**src/rtl/exchange_responder.sv**
```systemverilog
// exchange_responder: queues orders and answers each with execution reports after a fixed latency.
//   clk, rst                  clock, async active-high reset
//   ord_valid/ord_ready       order handshake; ord_id/ord_symbol/ord_price/ord_volume/ord_type order fields
//   exec_valid/exec_ready     report handshake; exec_id/exec_price/exec_volume/exec_status report fields
//   fifo_count                orders waiting in the queue
//   fill_count                FILLED reports handshaken (wraps)
module exchange_responder #(
   parameter int DATA_WIDTH  = 32,
   parameter int FIFO_DEPTH  = 8,
   parameter int ACK_LATENCY = 4,
   parameter int MAX_FILL    = 100
) (
   input  logic                          clk,
   input  logic                          rst,
   input  logic                          ord_valid,
   output logic                          ord_ready,
   input  logic [DATA_WIDTH-1:0]         ord_id,
   input  logic [DATA_WIDTH-1:0]         ord_symbol,
   input  logic [DATA_WIDTH-1:0]         ord_price,
   input  logic [DATA_WIDTH-1:0]         ord_volume,
   input  logic [7:0]                    ord_type,
   output logic                          exec_valid,
   input  logic                          exec_ready,
   output logic [DATA_WIDTH-1:0]         exec_id,
   output logic [DATA_WIDTH-1:0]         exec_price,
   output logic [DATA_WIDTH-1:0]         exec_volume,
   output logic [7:0]                    exec_status,
   output logic [$clog2(FIFO_DEPTH):0]   fifo_count,
   output logic [31:0]                   fill_count
);
   localparam int AW = $clog2(FIFO_DEPTH);
   localparam int EW = 3*DATA_WIDTH + 8;
   localparam logic [AW:0] FULL = (AW+1)'(FIFO_DEPTH);
   localparam logic [DATA_WIDTH-1:0] MF = DATA_WIDTH'(MAX_FILL);
   typedef enum logic [1:0] {IDLE, WAIT, REPORT} state_t;
   state_t st_q;
   logic [EW-1:0] mem_q [FIFO_DEPTH];
   logic [AW-1:0] wr_q, rd_q;
   logic [AW:0] cnt_q, cnt_d;
   logic [31:0] lat_q;
   logic [DATA_WIDTH-1:0] id_q, price_q, rem_q;
   logic rej_q, can_q;
   logic push, pop, fill_ok;
   logic [EW-1:0] head;
   logic [7:0] h_type;
   logic [DATA_WIDTH-1:0] h_id, h_price, h_vol;
   logic unused_sym;
   assign unused_sym = ^ord_symbol;
   assign ord_ready  = cnt_q != FULL;
   assign fifo_count = cnt_q;
   assign push = ord_valid && ord_ready;
   // pop only from IDLE or on the closing handshake of a finished order
   assign pop = (cnt_q != '0) &&
                (st_q == IDLE || (st_q == REPORT && exec_ready && exec_status != 8'h02));
   assign head    = mem_q[rd_q];
   assign h_type  = head[7:0];
   assign h_vol   = head[DATA_WIDTH+7:8];
   assign h_price = head[2*DATA_WIDTH+7:DATA_WIDTH+8];
   assign h_id    = head[3*DATA_WIDTH+7:2*DATA_WIDTH+8];
   assign fill_ok = (h_type == 8'h01 || h_type == 8'h02) && h_vol != '0 && h_price != '0;
   always_comb cnt_d = cnt_q + (AW+1)'(push) - (AW+1)'(pop);
   always_ff @(posedge clk) if (push) mem_q[wr_q] <= {ord_id, ord_price, ord_volume, ord_type};
   always_ff @(posedge clk or posedge rst) begin
      if (rst) begin
         wr_q  <= '0;
         rd_q  <= '0;
         cnt_q <= '0;
      end else begin
         wr_q  <= wr_q + AW'(push);
         rd_q  <= rd_q + AW'(pop);
         cnt_q <= cnt_d;
      end
   end
   always_ff @(posedge clk or posedge rst) begin
      if (rst) begin
         st_q        <= IDLE;
         lat_q       <= '0;
         id_q        <= '0;
         price_q     <= '0;
         rem_q       <= '0;
         rej_q       <= 1'b0;
         can_q       <= 1'b0;
         exec_valid  <= 1'b0;
         exec_id     <= '0;
         exec_price  <= '0;
         exec_volume <= '0;
         exec_status <= '0;
         fill_count  <= '0;
      end else begin
         case (st_q)
            WAIT:
               if (lat_q == 32'd1) begin
                  st_q        <= REPORT;
                  exec_valid  <= 1'b1;
                  exec_id     <= id_q;
                  exec_price  <= price_q;
                  exec_status <= rej_q ? 8'h04 : can_q ? 8'h03 : (rem_q <= MF) ? 8'h01 : 8'h02;
                  exec_volume <= (rej_q || can_q) ? '0 : (rem_q <= MF) ? rem_q : MF;
                  if (!rej_q && !can_q && rem_q > MF) rem_q <= rem_q - MF;
               end else lat_q <= lat_q - 32'd1;
            REPORT:
               if (exec_ready) begin
                  exec_valid <= 1'b0;
                  if (exec_status == 8'h02) begin
                     lat_q <= 32'(ACK_LATENCY);
                     st_q  <= WAIT;
                  end else begin
                     st_q <= IDLE;
                     if (exec_status == 8'h01) fill_count <= fill_count + 32'd1;
                  end
               end
            default: ;
         endcase
         // a pop always starts a fresh order, overriding the state chosen above
         if (pop) begin
            st_q    <= WAIT;
            lat_q   <= 32'(ACK_LATENCY);
            id_q    <= h_id;
            price_q <= h_price;
            rem_q   <= h_vol;
            can_q   <= h_type == 8'h03;
            rej_q   <= h_type != 8'h03 && !fill_ok;
         end
      end
   end
endmodule
```
**config.mk**
```make
export PLATFORM = sky130hd
export DESIGN_NAME = exchange_responder
export DESIGN_NICKNAME = d
export VERILOG_FILES = /design/src/rtl/exchange_responder.sv
export SDC_FILE = /design/constraint.sdc
export NUM_CORES = 1
export LEC_CHECK = 0
export BUFFER_PORTS_ARGS = -buffer_cell sky130_fd_sc_hd__buf_2
export CAP_MARGIN = 20
export CORE_MARGIN = 5
export CORE_UTILIZATION = 60
export DETAILED_ROUTE_END_ITERATION = 10
export PLACE_DENSITY = 0.79
export SYNTH_ARGS = -nofsm -noshare
export SYNTH_HDL_FRONTEND = slang
export SYNTH_SLANG_ARGS = --single-unit
```
**constraint.sdc**
```tcl
create_clock -name clk -period 11.4 [get_ports clk]
set_clock_uncertainty 0.2 [all_clocks]
set_input_delay 2.28 -clock clk [delete_from_list [all_inputs] [get_ports clk]]
set_output_delay 2.28 -clock clk [all_outputs]
set_load 0.02 [all_outputs]
```
==> results of run 1 <==
routing by layer:
layer / global-route usage (%) / share of wire (%)
met5: 0 / 0.13
met1: 34.7 / 38
met4: 7.07 / 2.3
met3: 6.26 / 9.5
met2: 42.7 / 50
cells by family (layout without fill, tap and decap cells):
family / count (synthesis) / in the layout / share of synthesized area (%)
adders and majority gates: 16 / 16 / 0.482
AOI/OAI and AO/OA: 275 / 275 / 4.03
and+or+nand+nor: 707 / 707 / 7.58
xor gates and xnor gates: 60 / 60 / 1.22
other: 1 / 21 / 0.00870
buffers and inverters: 154 / 506 / 1.82
DFF: 1106 / 1106 / 73.9
muxes: 288 / 288 / 11.0
metrics by stage:
stage	total power [mW]	util, %	std cells
2_1_floorplan	7.75	-	2611
3_3_place_gp	8.53	63.3	3711
3_5_place_dp	8.66	63.3	3711
4_1_cts	12.3	68.5	3911
5_1_grt	12.8	68.6	3917
6_report	12.2	68.6	3929
worst max path at each step:
stage,startpoint,to,slack [ps],depth (start not counted)
2_1_floorplan,ord_valid,mem_q[0][0],820,3
3_3_place_gp,ord_valid,mem_q[6][35],5640,6
3_5_place_dp,ord_valid,mem_q[7][63],5630,7
4_1_cts,rd_q[1],rej_q,6200,10
5_1_grt,rd_q[1],rej_q,5910,10
6_report,rd_q[1],rej_q,6240,10
where the power goes:
part           total, mW  internal [mW]  switching, mW
clock               3.61           2.12           1.49
sequential          5.49           5.09          0.401
combinational       3.15           1.22           1.93
total               12.2           8.43           3.82
final cells by class:
cell class	instances	area (sq um)	share of cell area, %
Antenna cell	16	40.0	0.0818
Clock buffer	157	3050	6.23
Clock inverter	43	617	1.26
Inverter	25	104	0.212
Multi-Input combinational cell	1351	10600	21.6
Sequential cell	1106	31800	65.1
Tap cell	950	1190	2.43
Timing Repair Buffer	281	1540	3.14
cell usage in the layout (no fill, tap or decap), types with 10 or more instances in the layout:
cell type	count
mux4_2	145
o21ai_0	116
or3_1	14
clkbuf_16	109
inv_1	22
nor2_1	98
buf_2	244
clkinv_2	10
a21oi_1	33
nor3_1	26
nand4_1	13
xnor2_1	37
ha_1	15
nand3_1	26
o22ai_1	20
nor4_1	23
xor2_1	23
mux2i_1	111
dfrtp_1	271
diode_2	16
or4_1	17
mux2_2	32
bufinv_16	11
buf_4	35
o211ai_1	10
and2_1	30
clkbuf_1	34
edfxtp_1	832
a22oi_1	12
nand2_1	391
clkbuf_8	14
critical path: stages (launching register included):
cell and delay [ps]:
dfrtp_4 670, buf_4 690, buf_4 760, inv_1 650, and3_1 340, a2111oi_0 870, nand3_1 200, nor4_1 230
and3_1 220, a2111oi_1 60, nor2_1 130
state kept, by name, indices dropped and copies added (netlist names), 2 cells and up:
name / count
mem_q: 832
rd_q: 3
fill_count: 32
exec_price: 32
lat_q: 32
st_q: 2
exec_volume: 32
exec_id: 32
price_q: 32
rem_q: 32
id_q: 32
fifo_count: 4
wr_q: 3
exec_status: 3
==> flow_summary.json, run 1 <==
{
  "outcome": "completed",
  "cp-start-kind": "register",
  "drt_iter0_drc": 2544,
  "synth-edff-count": 832,
  "core_sq_mm": 0.0714,
  "max_cap_violations": 0,
  "finalMaxSlewViolations": 0,
  "holdPathStages": 2,
  "min_from": "price_q[14]",
  "yosysSeqAreaShare_pct": 73.9,
  "clock_path_buffers": 3,
  "finalHoldViolCount": 0,
  "area_growth_syn_to_layout_pct": 13.6,
  "fmax_ghz": 0.194,
  "syn_area_sq_mm": 0.0431,
  "fin_crit_sh_pct": 45.3,
  "ys_seq_elements": 1106,
  "rsz0062_at_grt": "no",
  "timing.hold.ws_ps": 261,
  "htree_levels": 3,
  "hpwl_microns": 57900,
  "hold_path_end": "exec_price[14]",
  "path_class": "reg -> reg",
  "grt_overflow_total": 0,
  "grt_util_all_layers_pct": 25.7,
  "setup_tns_ps": 0,
  "cp.arrival_ps": 5570,
  "powerDensity_mw_per_mm2": 250,
  "synth_top_area_share_pct": 58.0,
  "wl_microns": 99500,
  "grt_pass1_vias": 25200,
  "drc": 0,
  "path_clk_slew_ps": 70,
  "setup_viol": 0,
  "drt-wirelength-per-cell_microns": 25.3,
  "final_antenna_net_count": 0,
  "regToRegEndpoint": "rej_q",
  "tritoncts": "done",
  "syn_inst": 2607,
  "port_buffers": 244,
  "dieArea_sq_mm": 0.0773,
  "synth_top_area_cell": "edfxtp_1",
  "nets": 3027,
  "synthArstFlopShare_pct": 24.8,
  "postSynthAreaPerCell_sq_um": 16.5,
  "min_path_type": "reg -> reg",
  "yosys_warnings": 0,
  "placementRows": 98,
  "place_area_sq_mm": 0.0452,
  "ys_types": 77,
  "vias": 24400,
  "tightest_slew_ps": 1220,
  "cts_buffers": 106,
  "worst_ep_required_time_ps": 11800,
  "reg2regPathDepth": 10,
  "antenna_found_initial": 24,
  "r2r_slack_ps": 6240,
  "io_pins": 282,
  "drt_pass1_iterations": 8,
  "fin_crit_ps": 5160,
  "dp_slack_ps": 5630,
  "final_area_sq_mm": 0.0490,
  "routabilityCongestion": 0.858,
  "nFillCells": 4495,
  "r2r-start": "rd_q[1]",
  "cts_sinks": 1106,
  "cts_hold_buf": 0,
  "post-cts-setup-buffer-count": 0,
  "fp.dieH_microns": 278,
  "grt_max_degree": 128,
  "viasPerCell": 6.20,
  "path_max_fanout": 64,
  "end_kind": "register",
  "grt_pass1_wl_microns": 152000,
  "layout-drive-gt1-share_pct": 22.1,
  "cts_resized": 0,
  "p_leak_nw": 18.6,
  "slew_headroom_pct": 18.1,
  "initial_core_util_pct": 60.4,
  "worst_slack_ps": 6240,
  "synth_most_common_cell": "edfxtp_1",
  "dieWidth_microns": 278,
  "synth_flop_cell": "edfxtp_1",
  "clock_latency_ps": 680,
  "synth_commonest_cells": "edfxtp_1, nand2_1, dfrtp_1",
  "vdd_drop_max_mv": 0.261,
  "root_buffer": "clkbuf_16",
  "netlist_top_cells_area": "edfxtp_1, dfrtp_1, mux4_2"
}
Note: power is estimated with default switching activity, not from simulation.
==> run 2: changes to the inputs <==
Settings changed: CORE_UTILIZATION 60 to 54, PLACE_DENSITY 0.79 to 0.75.
Clock period 11.4 ns to 4.2 ns, I/O delays scaled along.
==> run 2 against run 1 <==
  * Worst hold slack got worse by 88 ps
  * Power grew to 2.7 times the previous value
  * Highest routed layer unchanged
  * Clock power rose to 2.7 times the previous value
  * Die area up 11%
  * Worst setup slack got worse by 5600 ps
  * Routed wire length increased by 0.70%
  * Global-route usage is 2.4 points lower
  * Register-to-register slack got worse by 5600 ps
==> flow_summary.json, run 2 (synthesized netlist as in run 1, its figures left out) <==
{
  "cts_buffers": 106,
  "worst_ep_required_time_ps": 4590,
  "tightest_slew_ps": 927,
  "layout-drive-gt1-share_pct": 22.8,
  "drt_iter0_drc": 2181,
  "end_kind": "register",
  "worst_slack_ps": 617,
  "regMostFlops": "mem_q",
  "path_clk_slew_ps": 60,
  "final_antenna_net_count": 0,
  "cpPeakStageDelay_ps": 860,
  "grt_max_degree": 112,
  "antenna_found_initial": 29,
  "fin_crit_ps": 3580,
  "vias": 24200,
  "clock_latency_ps": 670,
  "min_path_type": "in -> async",
  "hpwl_microns": 59600,
  "io_pins": 282,
  "reg2regPathDepth": 9,
  "max_cap_violations": 0,
  "power_mw": 33.4,
  "cts_sinks": 1106,
  "startpoint": "rd_q[0]",
  "grt_pass1_vias": 24800,
  "instances_no_fill": 4054,
  "dieWidth_microns": 293,
  "finalHoldViolCount": 0,
  "rsz0062_at_grt": "no",
  "drt_pass1_iterations": 5,
  "outcome": "completed",
  "core_sq_mm": 0.0791,
  "p_leak_nw": 18.7,
  "final_cell_mix": "edfxtp_1, nand2_1, dfrtp_1, buf_2, mux4_2",
  "largest_register_ffs": 832,
  "cts_resized": 0,
  "layout_commonest_cell": "edfxtp_1",
  "placementRows": 103,
  "timing.hold.ws_ps": 173,
  "drt-wirelength-per-cell_microns": 24.7,
  "clock_path_buffers": 3,
  "area_growth_syn_to_layout_pct": 14.6,
  "finalMaxSlewViolations": 0,
  "fmax_ghz": 0.279,
  "nets": 3055,
  "path_class": "reg -> reg",
  "initial_core_util_pct": 54.5,
  "path_max_fanout": 34,
  "multi_input_area_sq_mm": 0.0106,
  "crit_chain": "buf_4 > mux4_2 > nand2_1 > nand2_1 > or4_1 > nor4_1 > and4_1 > a2111oi_1 > nor2_1",
  "port_buffers": 244,
  "critical_path.slowest_cell": "dfrtp_4",
  "crit_end": "rej_q",
  "tritoncts": "done",
  "grt_pass1_wl_microns": 153000,
  "cts_hold_buf": 0,
  "dp.cells": 3840,
  "grt_util_all_layers_pct": 23.3,
  "dieArea_sq_mm": 0.0856,
  "cp.arrival_ps": 3980,
  "grt_overflow_total": 0,
  "post-cts-setup-buffer-count": 0,
  "powerDensity_mw_per_mm2": 676,
  "r2r-start": "rd_q[0]",
  "regToRegEndpoint": "rej_q",
  "fin_crit_sh_pct": 85.3,
  "vdd_drop_max_mv": 0.400,
  "cp-start-kind": "register",
  "final_area_sq_mm": 0.0494,
  "root_buffer": "clkbuf_16",
  "drc": 0,
  "critical_path.most_common_cell": "nand2_1",
  "htree_levels": 3,
  "setup_viol": 0,
  "final_core_util_pct": 62.4,
  "dp_slack_ps": 611,
  "setup_tns_ps": 0,
  "slew_headroom_pct": 38.2,
  "nFillCells": 5553,
  "cp.depth": 9,
  "r2r_slack_ps": 620,
  "routabilityCongestion": 0.870,
  "viasPerCell": 5.97,
  "place_area_sq_mm": 0.0457,
  "wl_microns": 100000,
  "fp.dieH_microns": 293,
  "crit_buf_inv": 1,
  "crit_family": "simple AND/OR/NAND/NOR gates",
  "seq_area_sq_mm": 0.0318
}
## run 2: changes by cell type in the layout (fill, tap and decap cells not counted), sizes merged
cell      change
buf          +28
clkinv        +6
clkbuf        -4
inv           -4
clkinvlp      -3
diode         +2
## run 2: layout make-up
type / count / share of cell area (%)
diodes: 18 / 0.0912
clock buffers: 153 / 6.26
clock inverters: 42 / 1.00
inverters: 25 / 0.203
multi-input cells: 1351 / 21.4
flip-flops and latches: 1106 / 64.5
well taps: 1050 / 2.66
repair buffers: 309 / 3.91
## run 2: where the power goes
group / switching, mW / internal (mW) / leakage (nW)
combinational: 5.25 / 3.56 / 5.80
sequential: 1.14 / 13.8 / 11.2
clock: 3.91 / 5.77 / 1.77
## run 2: worst reg2reg max path: cells and delay by family, from the launching register on
family | cells | cell delay (ps)
flip-flops | 1 | 860
AND/OR/NAND/NOR | 6 | 1500
AO/OA/AOI/OAI | 1 | 80
buffers and inverters | 1 | 360
multiplexers | 1 | 510
## run 2: worst min path at each step
stage	startpoint	end	cells after the start
final	rst	fill_count[2]	3
after global routing	ord_price[20]	mem_q[6][60]	1
after floorplan	price_q[10]	price_q[10]	2
after global placement	exec_id[0]	exec_id[0]	2
after detailed placement	exec_id[27]	exec_id[27]	2
after CTS	ord_price[20]	mem_q[6][60]	1
## run 2: layer usage
metal / up-vias / global-route usage (%) / part of all wire, % / routed length, microns
li1: 10500 / - / - / -
met1: 12500 / 31.6 / 39 / 39300
met2: 1024 / 38.6 / 50 / 49700
met3: 184 / 5.26 / 8.8 / 8770
met4: 14 / 6.63 / 2.3 / 2310
met5: - / 0 / 0.096 / 96
